[config.mk]
export PLATFORM = sky130hd
export DESIGN_NAME = pll_reset_sequencer_flat
export DESIGN_NICKNAME = d
export VERILOG_FILES = /design/src/rtl/pll_reset_sequencer_if.sv /design/src/rtl/pll_reset_sequencer.sv /design/src/flat_wrapper.sv
export SDC_FILE = /design/constraint.sdc
export NUM_CORES = 1
export LEC_CHECK = 0
export ABC_AREA = 1
export CAP_MARGIN = 20
export CORE_UTILIZATION = 35
export DETAILED_ROUTE_END_ITERATION = 8
export MAX_ROUTING_LAYER = met4
export PLACE_DENSITY = 0.56
export SETUP_SLACK_MARGIN = 0.4
export SYNTH_ARGS = -nofsm -noshare
export SYNTH_HDL_FRONTEND = slang
export SYNTH_SLANG_ARGS = --single-unit
[constraint.sdc]
create_clock -name clock_in -period 3 [get_ports clock_in]
set_input_delay 0.3 -clock clock_in [delete_from_list [all_inputs] [get_ports clock_in]]
set_output_delay 0.3 -clock clock_in [all_outputs]
set_load 0.02 [all_outputs]
[src/rtl/pll_reset_sequencer_if.sv]
// pll_reset_sequencer_if: lock/restart inputs and reset/status outputs of the
// PLL reset sequencer. The master modport is the sequencer side. The slave
// modport is the side that supplies the lock flag and consumes the domain resets.
interface pll_reset_sequencer_if #(
  parameter int NUM_STAGES   = 3,
  parameter int LOSS_COUNT_W = 8
);
  logic                    pll_lock_in;
  logic                    sw_restart_in;
  logic [NUM_STAGES-1:0]   stage_reset_out;
  logic                    ready_out;
  logic [2:0]              state_out;
  logic [LOSS_COUNT_W-1:0] loss_count_out;
  logic                    timeout_out;

  modport master (
    input  pll_lock_in,
    input  sw_restart_in,
    output stage_reset_out,
    output ready_out,
    output state_out,
    output loss_count_out,
    output timeout_out
  );

  modport slave (
    output pll_lock_in,
    output sw_restart_in,
    input  stage_reset_out,
    input  ready_out,
    input  state_out,
    input  loss_count_out,
    input  timeout_out
  );
endinterface

[src/rtl/pll_reset_sequencer.sv]
// pll_reset_sequencer: waits for a stable PLL lock and then releases the PLL-fed
// reset domains one at a time, in index order and STAGE_GAP cycles apart.
// A lock loss or a software restart re-asserts every reset and restarts the
// sequence. The block runs on the free-running reference clock, so it keeps
// working while the PLL is unlocked.
// Build option: define PLL_SEQ_TIMEOUT_EN to add the sticky lock-acquire timeout.
// When the macro is undefined, timeout_out is tied low.
module pll_reset_sequencer #(
  parameter int NUM_STAGES     = 3,
  parameter int STABLE_CYCLES  = 1024,
  parameter int STAGE_GAP      = 16,
  parameter int TIMEOUT_CYCLES = 1000000,
  parameter int LOSS_COUNT_W   = 8
) (
  input logic                   clock_in,
  input logic                   reset_in,
  pll_reset_sequencer_if.master bus
);

  localparam int SW = (STABLE_CYCLES > 1) ? $clog2(STABLE_CYCLES) : 1;
  localparam int GW = (STAGE_GAP > 1) ? $clog2(STAGE_GAP) : 1;
  localparam int IW = $clog2(NUM_STAGES + 1);

  localparam logic [SW-1:0] STABLE_LAST = SW'(STABLE_CYCLES - 1);
  localparam logic [GW-1:0] GAP_LAST    = GW'(STAGE_GAP - 1);
  localparam logic [IW-1:0] IDX_ALL     = IW'(NUM_STAGES);

  typedef enum logic [2:0] {
    WAIT_LOCK = 3'd0,
    STABLE    = 3'd1,
    RELEASE   = 3'd2,
    RUN       = 3'd3,
    LOST      = 3'd4
  } state_t;

  if (NUM_STAGES < 1 || STABLE_CYCLES < 1 || STAGE_GAP < 1 ||
      TIMEOUT_CYCLES < 1 || LOSS_COUNT_W < 1) begin : g_badParams
    $error("pll_reset_sequencer: size parameters must all be at least 1");
  end

  logic                    r_lockMeta;
  logic                    r_lockSync;
  state_t                  r_state;
  logic [SW-1:0]           r_stableCnt;
  logic [GW-1:0]           r_gapCnt;
  logic [IW-1:0]           r_stageIdx;
  logic [NUM_STAGES-1:0]   r_stageReset;
  logic                    r_ready;
  logic [LOSS_COUNT_W-1:0] r_lossCnt;

  logic                    w_lockS;
  state_t                  w_nextState;
  logic [SW-1:0]           w_stableCntNext;
  logic [GW-1:0]           w_gapCntNext;
  logic [IW-1:0]           w_stageIdxNext;
  logic                    w_lossEvent;
  logic [NUM_STAGES-1:0]   w_stageResetNext;

  assign w_lockS = r_lockSync;

  // Two-flop synchronizer bringing the asynchronous lock flag into the reference clock domain
  always_ff @(posedge clock_in) begin
    if (reset_in) begin
      r_lockMeta <= 1'b0;
      r_lockSync <= 1'b0;
    end else begin
      r_lockMeta <= bus.pll_lock_in;
      r_lockSync <= r_lockMeta;
    end
  end

  // Next-state, counter and registered-output decode; a restart overrides everything except reset
  always_comb begin
    w_nextState      = r_state;
    w_stableCntNext  = r_stableCnt;
    w_gapCntNext     = r_gapCnt;
    w_stageIdxNext   = r_stageIdx;
    w_lossEvent      = 1'b0;
    w_stageResetNext = '1;

    case (r_state)
      WAIT_LOCK: begin
        if (w_lockS) begin
          w_nextState     = STABLE;
          w_stableCntNext = '0;
        end
      end
      STABLE: begin
        if (!w_lockS) begin
          w_nextState = WAIT_LOCK;
        end else if (r_stableCnt == STABLE_LAST) begin
          w_nextState    = RELEASE;
          w_gapCntNext   = '0;
          w_stageIdxNext = IW'(1);
        end else begin
          w_stableCntNext = r_stableCnt + 1'b1;
        end
      end
      RELEASE: begin
        if (!w_lockS) begin
          w_lossEvent  = 1'b1;
          w_nextState  = LOST;
          w_gapCntNext = '0;
        end else if (r_stageIdx == IDX_ALL) begin
          w_nextState = RUN;
        end else if (r_gapCnt == GAP_LAST) begin
          w_stageIdxNext = r_stageIdx + 1'b1;
          w_gapCntNext   = '0;
        end else begin
          w_gapCntNext = r_gapCnt + 1'b1;
        end
      end
      RUN: begin
        if (!w_lockS) begin
          w_lossEvent  = 1'b1;
          w_nextState  = LOST;
          w_gapCntNext = '0;
        end
      end
      LOST: begin
        if (r_gapCnt == GAP_LAST) begin
          w_nextState = WAIT_LOCK;
        end else begin
          w_gapCntNext = r_gapCnt + 1'b1;
        end
      end
      default: begin
        w_nextState  = LOST;
        w_gapCntNext = '0;
      end
    endcase

    if (bus.sw_restart_in) begin
      w_nextState  = LOST;
      w_gapCntNext = '0;
    end

    if (w_nextState == RUN) begin
      w_stageResetNext = '0;
    end else if (w_nextState == RELEASE) begin
      for (int k = 0; k < NUM_STAGES; k++) begin
        w_stageResetNext[k] = (k >= int'(w_stageIdxNext));
      end
    end
  end

  // State, sequencing counters and registered outputs; the loss counter saturates at all-ones
  always_ff @(posedge clock_in) begin
    if (reset_in) begin
      r_state      <= WAIT_LOCK;
      r_stableCnt  <= '0;
      r_gapCnt     <= '0;
      r_stageIdx   <= '0;
      r_stageReset <= '1;
      r_ready      <= 1'b0;
      r_lossCnt    <= '0;
    end else begin
      r_state      <= w_nextState;
      r_stableCnt  <= w_stableCntNext;
      r_gapCnt     <= w_gapCntNext;
      r_stageIdx   <= w_stageIdxNext;
      r_stageReset <= w_stageResetNext;
      r_ready      <= (w_nextState == RUN);
      if (w_lossEvent && (r_lossCnt != '1)) begin
        r_lossCnt <= r_lossCnt + 1'b1;
      end
    end
  end

  assign bus.stage_reset_out = r_stageReset;
  assign bus.ready_out       = r_ready;
  assign bus.state_out       = r_state;
  assign bus.loss_count_out  = r_lossCnt;

`ifdef PLL_SEQ_TIMEOUT_EN
  localparam int TW = $clog2(TIMEOUT_CYCLES + 1);
  localparam logic [TW-1:0] TIMEOUT_LAST = TW'(TIMEOUT_CYCLES - 1);

  logic [TW-1:0] r_timeoutCnt;
  logic          r_timeout;

  // Time WAIT_LOCK/STABLE since the last clean start; a STABLE bounce keeps the count
  always_ff @(posedge clock_in) begin
    if (reset_in || bus.sw_restart_in) begin
      r_timeoutCnt <= '0;
      r_timeout    <= 1'b0;
    end else if (r_state == LOST) begin
      r_timeoutCnt <= '0;
    end else if (!r_timeout && (r_state == WAIT_LOCK || r_state == STABLE)) begin
      r_timeoutCnt <= r_timeoutCnt + 1'b1;
      if (r_timeoutCnt == TIMEOUT_LAST) begin
        r_timeout <= 1'b1;
      end
    end
  end

  assign bus.timeout_out = r_timeout;
`else
  assign bus.timeout_out = 1'b0;
`endif

endmodule
[src/flat_wrapper.sv]
// flat-port wrapper written by rule: the top's interface ports become plain ports
module pll_reset_sequencer_flat 
#(
  parameter int NUM_STAGES     = 3,
  parameter int STABLE_CYCLES  = 1024,
  parameter int STAGE_GAP      = 16,
  parameter int TIMEOUT_CYCLES = 1000000,
  parameter int LOSS_COUNT_W   = 8
)
  (clock_in, reset_in, bus_pll_lock_in, bus_sw_restart_in, bus_stage_reset_out, bus_ready_out, bus_state_out, bus_loss_count_out, bus_timeout_out);
  pll_reset_sequencer_if #(.NUM_STAGES(NUM_STAGES), .LOSS_COUNT_W(LOSS_COUNT_W)) bus_i ();
  input logic clock_in;
  input logic reset_in;
  input wire logic [$bits(bus_i.pll_lock_in)-1:0] bus_pll_lock_in;
  input wire logic [$bits(bus_i.sw_restart_in)-1:0] bus_sw_restart_in;
  output wire logic [$bits(bus_i.stage_reset_out)-1:0] bus_stage_reset_out;
  output wire logic [$bits(bus_i.ready_out)-1:0] bus_ready_out;
  output wire logic [$bits(bus_i.state_out)-1:0] bus_state_out;
  output wire logic [$bits(bus_i.loss_count_out)-1:0] bus_loss_count_out;
  output wire logic [$bits(bus_i.timeout_out)-1:0] bus_timeout_out;
  assign bus_i.pll_lock_in = bus_pll_lock_in;
  assign bus_i.sw_restart_in = bus_sw_restart_in;
  assign bus_stage_reset_out = bus_i.stage_reset_out;
  assign bus_ready_out = bus_i.ready_out;
  assign bus_state_out = bus_i.state_out;
  assign bus_loss_count_out = bus_i.loss_count_out;
  assign bus_timeout_out = bus_i.timeout_out;
  pll_reset_sequencer #(.NUM_STAGES(NUM_STAGES), .STABLE_CYCLES(STABLE_CYCLES), .STAGE_GAP(STAGE_GAP), .TIMEOUT_CYCLES(TIMEOUT_CYCLES), .LOSS_COUNT_W(LOSS_COUNT_W)) u_core (.clock_in(clock_in), .reset_in(reset_in), .bus(bus_i));
endmodule
==> reports/metrics.yaml, run 1 <==
status: "finished clean"
vias: 1562
cpMostUsedCell: "nand2_1"
synth_seq_area_share_pct: 36.8
mostFrequentLayoutCell: "nand2_1"
hold_class: "reg2reg"
wl_per_cell_um: 10.1
antenna_found_initial: 0
path_cells: "ha_1, inv_1, nor2_4, nand3_2, nand2_1, nand2_1, nand2_2, inv_2, nand2_1, a21oi_1"
ant_nets: 0
end_kind: "flop"
power.static_leakage_nw: 0.814
crit_type: "reg2reg"
max_freq_mhz: 567
slew_headroom_pct: 47.4
worstReg2RegEnd: "u_core.r_stableCnt[6]"
skew_ps: 2.35
hold_violations: 0
fin_nets: 293
start_util_pct: 37.3
dpl_worst_slack_ps: 1070
fin_crit_sh_pct: 58.8
arrival_ps: 1900
yosys_warnings: 0
gr-total-overflow: 0
io_pins: 20
syn-num-nets: 273
vdd_drop_max_mv: 0.206
synth_seq_cells: 33
syn_area_per_cell_um2: 6.78
cts_sinks: 33
fillers: 520
drt_iter0_drc: 81
synth_cell_types: 34
netlist_instances: 265
drv_slew: 0
fin_setup_tns_ps: 0
syn_to_final_growth_pct: 17.1
first_pass_iters: 5
gp_congestion: 0.823
io_buffers: 18
crit_path_start_kind: "flop"
syn-cell-area_mm2: 0.00180
crit_end: "u_core.r_stableCnt[6]"
grt_pass1_wl_mm: 5.84
async_flop_share_pct: 0
tightest_slew_ps: 787
critPathMaxStageDelay_ps: 410
final_layout_size_suffix_gt1_share_pct: 9.15
n_antenna_cell: 0
seq_area_um2: 661
via_per_inst: 4.45
core_area_mm2: 0.00482
cts_tree: "built"
reg2reg_depth: 10
htree_levels: 2
root_buffer: "clkbuf_8"
insertion_delay_ps: 280
track_usage_pct: 14.8
setup_ws_ps: 1240
startpoint: "u_core.r_stableCnt[0]"
cp_max_fo: 11
synth-edff-count: 0
cts_buffer_depth: 2
final_core_util_pct: 43.7
drcViolationCount: 0
die_w_um: 73.7
cp_slowest_cell: "dfxtp_1"
drv_cap: 0
postCtsHoldBufs: 0
most-common-layout-cells: "nand2_1, nor2_1, dfxtp_1, inv_1, clkdlybuf4s50_1"
min-delay-start: "u_core.r_lockMeta"
grt_max_degree: 21
setup_viol: 0
first_global_vias: 1333
rsz0062_at_grt: "false"
design.die.area_mm2: 0.00542
multi_input_comb_area_um2: 988
dp_hpwl_mm: 2.56
cp.required_ps: 3130
floorplan.rows: 25
die_h_um: 73.7
p_per_area_mw_per_mm2: 380
worst-r2r-setup-slack_ps: 1240
cts_buffers: 5
fin_crit_ps: 1760
post_cts_buffers: 0
synth_top_flop_cell: "dfxtp_1"
postCtsResizedCells: 0
r2r-start: "u_core.r_stableCnt[0]"
finalWirelength_mm: 3.55
clkTransAtPathRegs_ps: 60
routing by layer:
metal  share of wire, %  global-route usage, %
met2                 43                   22.1
met3                4.2                   4.94
met1                 52                   18.7
met5                  0                      -
met4               0.54                   5.13
worst min path at each step:
stage	endpoint	depth (start not counted)	slack, ps
after floorplan	u_core.r_lockSync	2	390
after global placement	u_core.r_lockSync	2	390
after detailed placement	u_core.r_lockSync	2	400
after CTS	u_core.r_lockSync	2	400
after global routing	u_core.r_lockSync	2	440
final	u_core.r_lockSync	2	400
kinds of logic (layout without fill, tap and decap cells):
| logic type | Yosys count | count (layout) | share of synthesized area (%) |
|---|---|---|---|
| AOI/OAI and AO/OA | 32 | 32 | 10.7 |
| buffers and inverters | 36 | 55 | 8.22 |
| adders and majority gates | 4 | 4 | 2.79 |
| xor gates and xnor gates | 9 | 9 | 4.39 |
| DFF | 33 | 33 | 36.8 |
| other | 1 | 1 | 0.209 |
| and+or+nand+nor | 150 | 150 | 36.9 |
cells in the mapped netlist, types with 3 or more instances:
cell	count	area (µm²)
a21oi_1	17	85.1
dfxtp_1	33	661
ha_1	4	50.1
inv_1	28	105
inv_2	3	11.3
nand2_1	72	270
nand2_2	5	31.3
nand3_1	14	70.1
nor2_1	41	154
nor2_2	3	18.8
nor3_1	6	30.0
o21ai_0	6	30.0
xnor2_1	4	35.0
xor2_1	5	43.8
metrics by stage:
stage / cells / power, mW / cell area [µm²] / hold WS (ps)
2_1_floorplan: 265 / 0.492 / 1800 / 388
3_3_place_gp: 345 / 0.504 / 2030 / 389
3_5_place_dp: 345 / 0.504 / 2030 / 395
4_1_cts: 351 / 0.815 / 2100 / 405
5_1_grt: 351 / 0.837 / 2100 / 443
6_report: 351 / 0.800 / 2100 / 402
final cells by class:
type                    count  area share, %
clock buffers               5           3.27
repair buffers             18           8.57
inverters                  31           5.53
well taps                  67           3.99
flip-flops and latches     33           31.4
clock inverters             1          0.238
multi-input cells         196           47.0
worst max-delay path, delay by kind of cell (launching register included):
| kind | cells | cell delay, ps |
|---|---|---|
| and+or+nand+nor | 6 | 690 |
| DFF | 1 | 410 |
| adders and majority gates | 1 | 210 |
| buffers and inverters | 2 | 240 |
| AOI/OAI and AO/OA | 1 | 50 |
report_power, final:
part           leakage, nW  internal (mW)  switching (mW)
sequential           0.267          0.443         0.00547
clock               0.0399          0.152           0.154
combinational        0.507         0.0155          0.0307
total                0.814          0.610           0.190
state kept, by name, summed over array words and instances (netlist names):
name / count
u_core.bus.loss_count_out: 8
u_core.bus.ready_out: 1
u_core.bus.stage_reset_out: 3
u_core.bus.state_out: 3
u_core.r_gapCnt: 4
u_core.r_lockMeta: 1
u_core.r_lockSync: 1
u_core.r_stableCnt: 10
u_core.r_stageIdx: 2
(Power assumes the default switching activity.)
==> inputs of run 2 (changes only) <==
clock period = 1.8 ns   (was 3 ns; I/O delays follow)
==> reports/metrics.yaml, run 2 (synthesis gave the netlist of run 1 again) <==
path_cells: "ha_4, inv_4, nor2_4, nand2_2, nor2_2, nand3_2, a21oi_4, nand2_2, nand2_1, nand2_1"
clock_power_share_pct: 49.0  # +11 points
die_w_um: 73.7  # unchanged
dp_cells: 350  # +1.4%
cp.required_ps: 1990  # -1140 ps
fin_setup_tns_ps: 0  # unchanged
place_area_mm2: 0.00209  # +2.9%
multi_input_comb_area_mm2: 0.00119  # +21%
insertion_delay_ps: 280  # about the same
via_per_inst: 4.65  # +4.4%
setup_ws_ps: 291  # -946 ps
finalWirelength_mm: 4.29  # +21%
skew_ps: 5.62  # +3.27 ps
swShare_pct: 21.2  # -2.5 points
cts_buffers: 5  # unchanged
design_area_mm2: 0.00259  # +23%
drv_slew: 0  # unchanged
final_core_util_pct: 53.9  # +10 points
htree_levels: 2  # unchanged
io_buffers: 18  # unchanged
syn_to_final_growth_pct: 44.4
cp_max_fo: 3  # -8
gp_congestion: 0.810  # -1.5%
finalNonFillerCells: 375  # +6.8%
seq_area_um2: 688  # +4.2%
ant_nets: 0  # unchanged
floorplan.rows: 25  # unchanged
p_int_mw: 1.33  # +120%
comb_power_share_pct: 7.1  # +1.3 points
core_area_mm2: 0.00482  # unchanged
power_switching_mw: 0.359  # +89%
vdd_drop_max_mv: 0.497  # +140%
start_util_pct: 37.3  # unchanged
end_kind: "flop"
status: "finished clean"
hold_class: "reg2reg"
met2_length_mm: 2.13  # +38%
first_pass_iters: 4  # -1
io_pins: 20  # unchanged
fin_crit_ps: 1510  # -254 ps
highest_layer: "met4"
track_usage_pct: 16.8  # +2.0 points
vias: 1743  # +12%
dpl_worst_slack_ps: 241  # -830 ps
fin_nets: 315  # +7.5%
cts_tree: "built"
max_freq_mhz: 663  # +17%
critPathMaxStageDelay_ps: 360  # -50 ps
grt_pass1_wl_mm: 6.80  # +17%
setup_viol: 0  # unchanged
cts_sinks: 33  # unchanged
most-common-layout-cells: "nand2_1, nor2_1, inv_1, dfxtp_1, buf_4"
die_h_um: 73.7  # unchanged
gr-total-overflow: 0  # unchanged
cp_slowest_cell: "dfxtp_4"
crit_path_start_kind: "flop"
hold_violations: 0  # unchanged
arrival_ps: 1690  # -210 ps
mostFrequentLayoutCell: "nand2_1"
power.static_leakage_nw: 1.07  # +31%
clkTransAtPathRegs_ps: 70  # about the same
postCtsHoldBufs: 0  # unchanged
drv_cap: 0  # unchanged
first_global_vias: 1565  # +17%
dp_hpwl_mm: 2.82  # +10%
grt_max_degree: 13  # -38%
regMostFlops: "u_core.r_stableCnt"
wl_per_cell_um: 11.4  # +13%
wl_met3_um: 151  # +0.67%
final_layout_size_suffix_gt1_share_pct: 34.4  # +25 points
design.die.area_mm2: 0.00542  # unchanged
drcViolationCount: 0  # unchanged
p_per_area_mw_per_mm2: 651  # +71%
power_frac_seq_pct: 43.9  # -12 points
drt-met1-wl_mm: 1.95  # +6.4%
drt_iter0_drc: 46  # -43%
total_power_mw: 1.69  # +110%
crit_type: "reg2reg"
root_buffer: "clkbuf_8"
fin_hold_ws_ps: 406  # +4.41 ps
n_antenna_cell: 0  # unchanged
rsz0062_at_grt: "true"
largest_reg_flops: 10  # unchanged
cts_buffer_depth: 2  # unchanged
fin_crit_sh_pct: 83.9  # +25 points
fillers: 481  # -7.5%
antenna_found_initial: 0  # unchanged
run 2: cell types whose count changed in the layout (fill, tap and decap cells not counted), sizes merged:
cell / delta
buf: +21
clkdlybuf4s50: -13
dlygate4sd2: +11
bufinv: +2
dlymetal6s2s: +2
clkinvlp: +1
run 2: area by class of cell:
cell class / instances / share of cell area, %
Inverter: 31 / 5.01
Multi-Input combinational cell: 196 / 46.0
Clock buffer: 5 / 2.65
Timing Repair inverter: 1 / 0.434
Tap cell: 67 / 3.23
Sequential cell: 33 / 26.5
Clock inverter: 3 / 2.51
Timing Repair Buffer: 39 / 13.6
run 2: critical path, delay by kind of cell (launching register included):
family	cells	cell delay (ps)
AND/OR/NAND/NOR	7	670
flip-flops	1	360
AO/OA/AOI/OAI	1	190
adder cells (fa/ha/maj)	1	140
buffers and inverters	1	40
run 2: power groups by stage:
stage / Sequential [mW] / Clock, mW / Combinational (mW)
final: 0.742 / 0.828 / 0.119
after global routing: 0.742 / 0.874 / 0.133
after CTS: 0.742 / 0.848 / 0.110
after detailed placement: 0.763 / 0 / 0.0857
after global placement: 0.763 / 0 / 0.0873
after floorplan: 0.764 / 0 / 0.0580
run 2: repair_timing:
action	CTS	global route
gates resized for setup	51	42
gates cloned	1	0
setup endpoints to repair	32	28
setup buffers	11	5
pin swaps	17	14
run 2: final timing paths:
path                         start                             to  slack, ps  depth (start not counted)
max reg2reg  u_core.r_stableCnt[1]  u_core.bus.stage_reset_out[2]        290                         10
min reg2reg      u_core.r_lockMeta              u_core.r_lockSync        410                          2
min              u_core.r_lockMeta              u_core.r_lockSync        410                          2
max          u_core.r_stableCnt[1]  u_core.bus.stage_reset_out[2]        290                         10
run 2: per-layer routing:
metal / vias to the layer above / track usage, %
met3: 6 / 4.12
met1: 786 / 20.0
li1: 918 / -
met4: 0 / 5.13
met5: - / -
met2: 33 / 27.9
